--- src/rtl/spi_master_ctrl.sv ---
// spi_master_ctrl: AXI-lite commanded SPI sequencer driving chip-select, SCLK and byte-engine strobes.
// Optional SPI_MASTER_CTRL_CPOL_EN: wdata[16] selects the SCLK idle level per command.
module spi_master_ctrl #(
    parameter int DIV_W = 8,
    parameter int CNT_W = 8
) (
    input  logic        clk,
    input  logic        resetn,
    input  logic [31:0] axi_lite_awaddr,
    input  logic        axi_lite_awvalid,
    output logic        axi_lite_awready,
    input  logic [31:0] axi_lite_wdata,
    input  logic        axi_lite_wvalid,
    output logic        axi_lite_wready,
    output logic [1:0]  axi_lite_bresp,
    output logic        axi_lite_bvalid,
    input  logic        axi_lite_bready,
    output logic        spi_clk,
    output logic        spi_cs_n,
    output logic        spi_clk_en,
    output logic        spi_clk_recv_int,
    output logic        spi_clk_send_int,
    output logic        busy
);
    typedef enum logic [2:0] {IDLE, SETUP, XFER, HOLD, RESP} state_t;

    state_t           state, state_n;
    logic [DIV_W-1:0] div_q, div_n, hc_q, hc_n, div_cmd;
    logic [CNT_W:0]   byte_q, byte_n;
    logic [2:0]       bit_q, bit_n;
    logic             sclk_q, sclk_n, csn_q, csn_n;
    logic             recv_q, recv_n, send_q, send_n, en_q, en_n;
    logic [1:0]       bresp_q, bresp_n;
    logic             armed_q;
    logic             accept, expire, cmd_cpol, cpol;
    logic             unused_wdata;

`ifdef SPI_MASTER_CTRL_CPOL_EN
    logic cpol_q, cpol_n;
    assign cpol     = cpol_q;
    assign cmd_cpol = axi_lite_wdata[16];
`else
    assign cpol     = 1'b0;
    assign cmd_cpol = 1'b0;
`endif

    // Only the count and divider fields (and optionally CPOL) carry meaning.
    assign unused_wdata = ^axi_lite_wdata;

    assign div_cmd = (axi_lite_wdata[8 +: DIV_W] == '0) ? DIV_W'(1) : axi_lite_wdata[8 +: DIV_W];
    // armed_q keeps the ready outputs low until the first cycle after reset release.
    assign accept  = (state == IDLE) && armed_q && axi_lite_awvalid && axi_lite_wvalid;
    assign expire  = (hc_q == DIV_W'(1));

    always_comb begin
        state_n = state;
        div_n   = div_q;
        hc_n    = hc_q;
        byte_n  = byte_q;
        bit_n   = bit_q;
        sclk_n  = sclk_q;
        csn_n   = csn_q;
        recv_n  = 1'b0;
        send_n  = 1'b0;
        en_n    = 1'b0;
        bresp_n = bresp_q;
`ifdef SPI_MASTER_CTRL_CPOL_EN
        cpol_n  = cpol_q;
`endif
        case (state)
            IDLE: begin
                if (accept) begin
                    div_n  = div_cmd;
                    sclk_n = cmd_cpol;
`ifdef SPI_MASTER_CTRL_CPOL_EN
                    cpol_n = cmd_cpol;
`endif
                    if (axi_lite_awaddr != 32'h0) begin
                        state_n = RESP;
                        bresp_n = 2'b10;
                    end else begin
                        state_n = SETUP;
                        csn_n   = 1'b0;
                        hc_n    = div_cmd;
                        byte_n  = (CNT_W+1)'(axi_lite_wdata[CNT_W-1:0]) + (CNT_W+1)'(1);
                        bit_n   = 3'd0;
                        bresp_n = 2'b00;
                        en_n    = (div_cmd == DIV_W'(1));
                    end
                end
            end
            SETUP: begin
                if (expire) begin
                    state_n = XFER;
                    hc_n    = div_q;
                    sclk_n  = ~cpol;
                    recv_n  = 1'b1;
                end else begin
                    hc_n = hc_q - DIV_W'(1);
                    en_n = (hc_q == DIV_W'(2));
                end
            end
            XFER: begin
                if (expire) begin
                    hc_n = div_q;
                    if (sclk_q != cpol) begin
                        // trailing edge: shift point, bit/byte accounting
                        sclk_n = cpol;
                        send_n = 1'b1;
                        bit_n  = bit_q + 3'd1;
                        if (bit_q == 3'd7) begin
                            byte_n = byte_q - (CNT_W+1)'(1);
                            en_n   = (byte_q > (CNT_W+1)'(1));
                        end
                    end else if (byte_q == '0) begin
                        state_n = HOLD;
                    end else begin
                        sclk_n = ~cpol;
                        recv_n = 1'b1;
                    end
                end else begin
                    hc_n = hc_q - DIV_W'(1);
                end
            end
            HOLD: begin
                if (expire) begin
                    state_n = RESP;
                    csn_n   = 1'b1;
                end else begin
                    hc_n = hc_q - DIV_W'(1);
                end
            end
            RESP: begin
                if (axi_lite_bready) state_n = IDLE;
            end
            default: state_n = IDLE;
        endcase
    end

    always_ff @(posedge clk) begin
        if (!resetn) begin
            state   <= IDLE;
            armed_q <= 1'b0;
            div_q   <= DIV_W'(1);
            hc_q    <= '0;
            byte_q  <= '0;
            bit_q   <= 3'd0;
            sclk_q  <= 1'b0;
            csn_q   <= 1'b1;
            recv_q  <= 1'b0;
            send_q  <= 1'b0;
            en_q    <= 1'b0;
            bresp_q <= 2'b00;
`ifdef SPI_MASTER_CTRL_CPOL_EN
            cpol_q  <= 1'b0;
`endif
        end else begin
            state   <= state_n;
            armed_q <= 1'b1;
            div_q   <= div_n;
            hc_q    <= hc_n;
            byte_q  <= byte_n;
            bit_q   <= bit_n;
            sclk_q  <= sclk_n;
            csn_q   <= csn_n;
            recv_q  <= recv_n;
            send_q  <= send_n;
            en_q    <= en_n;
            bresp_q <= bresp_n;
`ifdef SPI_MASTER_CTRL_CPOL_EN
            cpol_q  <= cpol_n;
`endif
        end
    end

    assign axi_lite_awready = (state == IDLE) && armed_q;
    assign axi_lite_wready  = (state == IDLE) && armed_q;
    assign axi_lite_bvalid  = (state == RESP);
    assign axi_lite_bresp   = bresp_q;
    assign spi_clk          = sclk_q;
    assign spi_cs_n         = csn_q;
    assign spi_clk_en       = en_q;
    assign spi_clk_recv_int = recv_q;
    assign spi_clk_send_int = send_q;
    assign busy             = (state != IDLE);
endmodule

--- config.mk ---
export PLATFORM = sky130hd
export DESIGN_NAME = spi_master_ctrl
export DESIGN_NICKNAME = d
export VERILOG_FILES = /design/src/rtl/spi_master_ctrl.sv
export SDC_FILE = /design/constraint.sdc
export NUM_CORES = 1
export LEC_CHECK = 0
export ABC_CLOCK_PERIOD_IN_PS = 6000
export CELL_PAD_IN_SITES_DETAIL_PLACEMENT = 0
export CELL_PAD_IN_SITES_GLOBAL_PLACEMENT = 1
export CORE_UTILIZATION = 36
export CTS_CLUSTER_DIAMETER = 100
export DETAILED_ROUTE_END_ITERATION = 7
export PLACE_DENSITY_LB_ADDON = 0.2
export SLEW_MARGIN = 15
export SYNTH_ARGS = -nofsm -noshare
export SYNTH_HDL_FRONTEND = slang
export SYNTH_SLANG_ARGS = --single-unit
--- constraint.sdc ---
create_clock -name clk -period 6 [get_ports clk]
set_input_delay 1.8 -clock clk [delete_from_list [all_inputs] [get_ports clk]]
set_output_delay 1.8 -clock clk [all_outputs]
set_load 0.1 [all_outputs]
# Word level (Yosys, flattened, before mapping)
# Cells that the tools add are included.
[word_totals] ff_bits=39 word_cells=105 output_inout_bits=11 inputBits=69
[op_classes] addsub=4 muxes=48 reduce_logical=21 n_eq_ne=19 order_cmp=1
[ops] op="9-bit two-way mux" n=5
[ops] op="8-bit two-way mux" n=5
[ops] op="3-bit two-way mux" n=12
[ops] op="32-bit nonzero test" n=1
[ops] op="8-bit case mux with 3 select lines" n=1
[ops] op="2-bit inequality test (second input constant)" n=10
[ops] op="9-bit case mux with 2 select lines" n=1
[ops] op="1-bit two-way mux" n=17
[ops] op="8-bit by 1-bit == test with 1-bit output (second input constant)" n=2
[ops] op="3-bit case mux with 5 select lines" n=1
[ops] op="4-bit AND reduction" n=3
[ops] op="8-bit by 1-bit adder with 9-bit output (second input constant)" n=1
[ops] op="9-bit by 1-bit > comparator with 1-bit output (second input constant)" n=1
[ops] op="9-bit zero test" n=1
[ops] op="3-bit nonzero test" n=3
[ops] op="9-bit by 1-bit subtractor with 9-bit output (second input constant)" n=1
[ops] op="8-bit by 2-bit == test with 1-bit output (second input constant)" n=1
[ops] op="8-bit zero test" n=1
[ops] op="8-bit by 1-bit subtractor with 8-bit output (second input constant)" n=1
[ops] op="7-bit AND reduction" n=1
[ops] op="3-bit by 2-bit == test with 1-bit output (second input constant)" n=2
[ops] op="3-bit == test (second input constant)" n=2
[ops] op="1-bit case mux with 3 select lines" n=2
[ops] op="3-bit case mux with 2 select lines" n=1
[ops] op="13 further kinds" n=17

# Depth between registers and ports, before layout
[logic_depth] ltp_word=6 depth_mapped=8 mapped_depth_nobuf=7

# Worst setup path before layout
# No wires, ideal clock.
[synth_timing] path_kind="register to output" startpoint="reg state[1]" endpoint="out axi_lite_bvalid" path_buffers=2 path_slack_ns=1.444 stages_incl_launch_ff=4 required_time_ns=4.200 t_arrival_ns=2.756 path_cell_list="dfxtp_1 -> clkbuf_8 -> clkbuf_1 -> nor3_1"
[synth_between] elab_chain_cells=1
[synth_lines] item="from (decl)" line_no="27" rtl="state_t state, state_n;"
[synth_lines] item="from (signal assigned)" line_no="158" rtl="state <= state_n;"
[synth_lines] item="3-bit == test" line_no="178" rtl="assign axi_lite_bvalid = (state == RESP);"
[synth_lines] item="to (decl)" line_no="16" rtl="output logic axi_lite_bvalid,"
# No other way between the ends.

# Final worst setup path
[layout_timing] startpoint="reg state[1]" endpoint="out axi_lite_awready"
[layout_between] elab_chain_cells=2
[layout_lines] item="3-bit zero test" line_no="176" rtl="assign axi_lite_awready = (state == IDLE) && armed_q;"
[layout_lines] item="1-bit logical AND" line_no="176"
[layout_lines] item="to (decl)" line_no="11" rtl="output logic axi_lite_awready,"
# No other way between the ends.

==> flow_summary.ini <==
[status]
outcome = completed

[placed_design]
io_buffers = 62
gp_congestion = 0.7828
placed_area_mm2 = 0.003156
hpwl_um = 5377

[critical_path]
crit_fanout = 17
critPathArrivalTime_ns = 2.66
crit_required_ns = 4.20
worst-setup-path-type = flop to output pin
worst_path_largest_cell_delay_ns = 1.13
worst_path_max_delay_cell = clkdlybuf4s50_1
cp-start-kind = flop
cp-end-kind = output pin
cp_cell_sequence = nor3_1 -> and2_1 -> clkdlybuf4s50_1

[power]
p_leak_uw = 0.001139
power.internal_uw = 384.0
combPwrFrac_pct = 18.0
share_clk_of_total_power_pct = 34.0
p_switching_uw = 156.8
swShare_pct = 29.00
finalPower_uw = 540.8
seqPwrFrac_pct = 47.9
vdd.ir_drop.worst_mv = 0.09207
powerDensity_mw_per_mm2 = 166.6

[clock_network]
clk_latency_ns = 0.30
cts_tree = yes
root_buffer = clkbuf_8
h-tree-depth = 2
cts-resized-gates = 0
cts_hold_buf = 0
cts_setup_buffers = 0
clock-sinks = 38
cts_buffers = 5
clk_path_buf_depth = 2
path_clk_slew_ns = 0.09

[floorplanning]
die_w_um = 85.96
initial_utilization_pct = 37.35
core_area_mm2 = 0.006794
die_area_mm2 = 0.007388
rows = 30
die_y_um = 85.96
io_pins = 80

[detailed_routing]
wl_per_cell_um = 15.98
top_layer = met4
initialDrtViolationCount = 227
num_vias = 2644
met2_wirelength_um = 3061
viasPerCell = 5.711
first_pass_iters = 5
wl_met3_um = 669
drc_errors = 0
routed_wl_um = 7397
wl_met1_um = 3591
postRouteAntennaNets = 0

[synthesis]
ys.flop_type = dfxtp_1
syn_area_mm2 = 0.002537
synth-compound-area-share_pct = 29.59
synth_warnings = 0
syn_inst = 317
synth-seq-area-share_pct = 29.98
syn-num-nets = 395
synth-simple-area-share_pct = 25.79
synthMuxAreaShare_pct = 0.3945
synth-async-reset-ratio_pct = 0
synth_top_family_by_area = compound AO/OA/AOI/OAI gates
synth-edff-count = 0
yosysUniqueCellTypes = 63
yosys.area_share.adder_pct = 4.438
syn_avg_cell_area_um2 = 8.005
synth_xor_area_share_pct = 2.761
ys_ff_latch = 38

[timing]
slew_headroom_pct = 34.60
fin_setup_tns_ns = 0
final_hold_viol_count = 0
fin_crit_ns = 4.462
fin_crit_sh_pct = 74.36
final-max-slew-violation-count = 0
worst_pin_slew_ns = 0.9779
rsz0062_at_grt = no
fmax_mhz = 224.1
skew_ns = 0.007871
setup_viol = 0

[global_routing]
grt_pass1_wl_um = 12260
grt_max_degree = 29
grt_pass1_vias = 2366
overflow = 0
grt_usage_pct = 20.91
antenna_found_initial = 0

[final_layout]
post-route-cell-area_mm2 = 0.003246
nFillCells = 700
area_growth_pct = 27.91
diodes = 0
layout-drive-gt1-share_pct = 8.174
fin_nets = 444

[flow_run]
max-cap-violations = 0

[min_path]
hp-class = flop to flop
-- layout by cell type (no fill, tap or decap), types with 2 or more instances in the layout --
cell,netlist,routed
clkbuf_8,3,5
and2_1,4,4
a22oi_1,4,4
nor3_1,8,8
nand3_1,12,12
and4_1,3,3
a31o_2,5,5
nand3b_1,2,2
a21oi_1,27,27
o32ai_1,4,4
inv_1,10,10
clkdlybuf4s50_1,0,62
xor2_1,5,5
or2_2,4,4
ha_1,9,9
xnor2_1,3,3
and3_1,2,2
a211oi_1,5,5
nand2_1,40,40
a22o_1,2,2
o31a_1,2,2
o211ai_1,7,7
nor4_1,12,12
o31ai_1,7,7
buf_4,2,2
a32o_1,4,4
o21ai_0,15,15
or4_1,2,2
dfxtp_1,38,38
a221oi_1,2,2
a31oi_1,7,7
o22ai_1,2,2
or3b_2,2,2
nor2_1,12,12
nand4_1,8,8
-- power by group through the flow --
stage | clock (µW) | sequential [µW] | combinational, µW
finish | 184 | 259 | 97.6
global route | 202 | 260 | 104
CTS | 190 | 259 | 97.7
detailed placement | 0 | 265 | 97.4
global placement | 0 | 265 | 97.5
floorplan | 0 | 268 | 46.2
-- worst paths after layout --
path	endpoint	from	slack, ns	cells past startpoint
worst max-delay path	axi_lite_awready	state[1]$_SDFFE_PN0P_	1.54	3
worst max register to register	spi_clk_en$_SDFF_PN0_	state[1]$_SDFFE_PN0P_	3.44	5
worst min register to register	div_q[6]$_SDFFE_PN0P_	div_q[6]$_SDFFE_PN0P_	0.46	2
worst min-delay path	div_q[6]$_SDFFE_PN0P_	div_q[6]$_SDFFE_PN0P_	0.46	2
-- worst max-delay path, delay by kind of cell (launching register included) --
kind / cells / cell delay [ns]
flops: 1 / 0.50
simple gates: 2 / 0.72
buf+inv: 1 / 1.13
-- cell usage after synthesis, drive strengths merged, types with 2 or more instances --
cell type / number / area, µm²
a211oi: 5 / 37.54
a21oi: 27 / 135.1
a221oi: 2 / 17.52
a22o: 2 / 17.52
a22oi: 4 / 30.03
a31o: 5 / 43.79
a31oi: 7 / 43.79
a32o: 4 / 40.04
and2: 4 / 25.02
and3: 2 / 12.51
and4: 3 / 26.28
buf: 6 / 47.54
clkbuf: 16 / 90.09
dfxtp: 38 / 760.7
ha: 9 / 112.6
inv: 10 / 37.54
nand2: 40 / 150.1
nand3: 12 / 60.06
nand3b: 2 / 15.01
nand4: 8 / 50.05
nor2: 13 / 51.30
nor3: 8 / 40.04
nor4: 13 / 96.34
o211ai: 7 / 52.55
o21ai: 15 / 75.07
o21bai: 2 / 26.28
o22ai: 2 / 12.51
o31a: 2 / 17.52
o31ai: 8 / 65.06
o32ai: 4 / 35.03
or2: 4 / 25.02
or3: 2 / 13.77
or3b: 3 / 26.28
or4: 4 / 35.03
xnor2: 3 / 26.28
xor2: 5 / 43.79
-- cell type report --
cell class | count | area (µm²) | area share, %
multi-input cells | 247 | 1602 | 49.34
inverters | 10 | 37.54 | 1.157
clock buffers | 5 | 68.82 | 2.120
flip-flops and latches | 38 | 760.7 | 23.44
clock inverters | 3 | 21.27 | 0.6554
well taps | 96 | 120.1 | 3.701
repair buffers | 64 | 635.6 | 19.58
-- through the flow --
step	worst slack [ns]	std cells	util (%)	hold slack [ns]
2_1_floorplan	1.444	317	-	0.4357
3_3_place_gp	1.600	455	46.45	0.4426
3_5_place_dp	1.632	455	46.45	0.4468
4_1_cts	1.510	463	47.77	0.4596
5_1_grt	1.308	463	47.77	0.4749
6_report	1.538	463	47.77	0.4579
-- layer usage --
layer	GRT usage (%)	up-vias
li1	-	1303
met1	30.77	1216
met2	30.23	118
met3	4.620	7
met4	6.061	0
met5	0	-
-- sequential cells by signal, summed over array words and instances, names as in the netlist --
| signal | count |
|---|---|
| axi_lite_bresp | 1 |
| byte_q | 9 |
| spi_cs_n | 1 |
| armed_q | 1 |
| spi_clk_recv_int | 1 |
| spi_clk_en | 1 |
| div_q | 8 |
| hc_q | 8 |
| bit_q | 3 |
| spi_clk_send_int | 1 |
| spi_clk | 1 |
| state | 3 |
-- cell families (layout without fill, tap and decap cells) --
kind of cell / Yosys count / in the layout
xor+xnor: 8 / 8
simple gates: 121 / 121
buf+inv: 32 / 82
other cells: 1 / 1
fa+ha+maj: 9 / 9
flops: 38 / 38
compound gates: 107 / 107
mux: 1 / 1
Note: power is estimated with default switching activity, not from simulation.
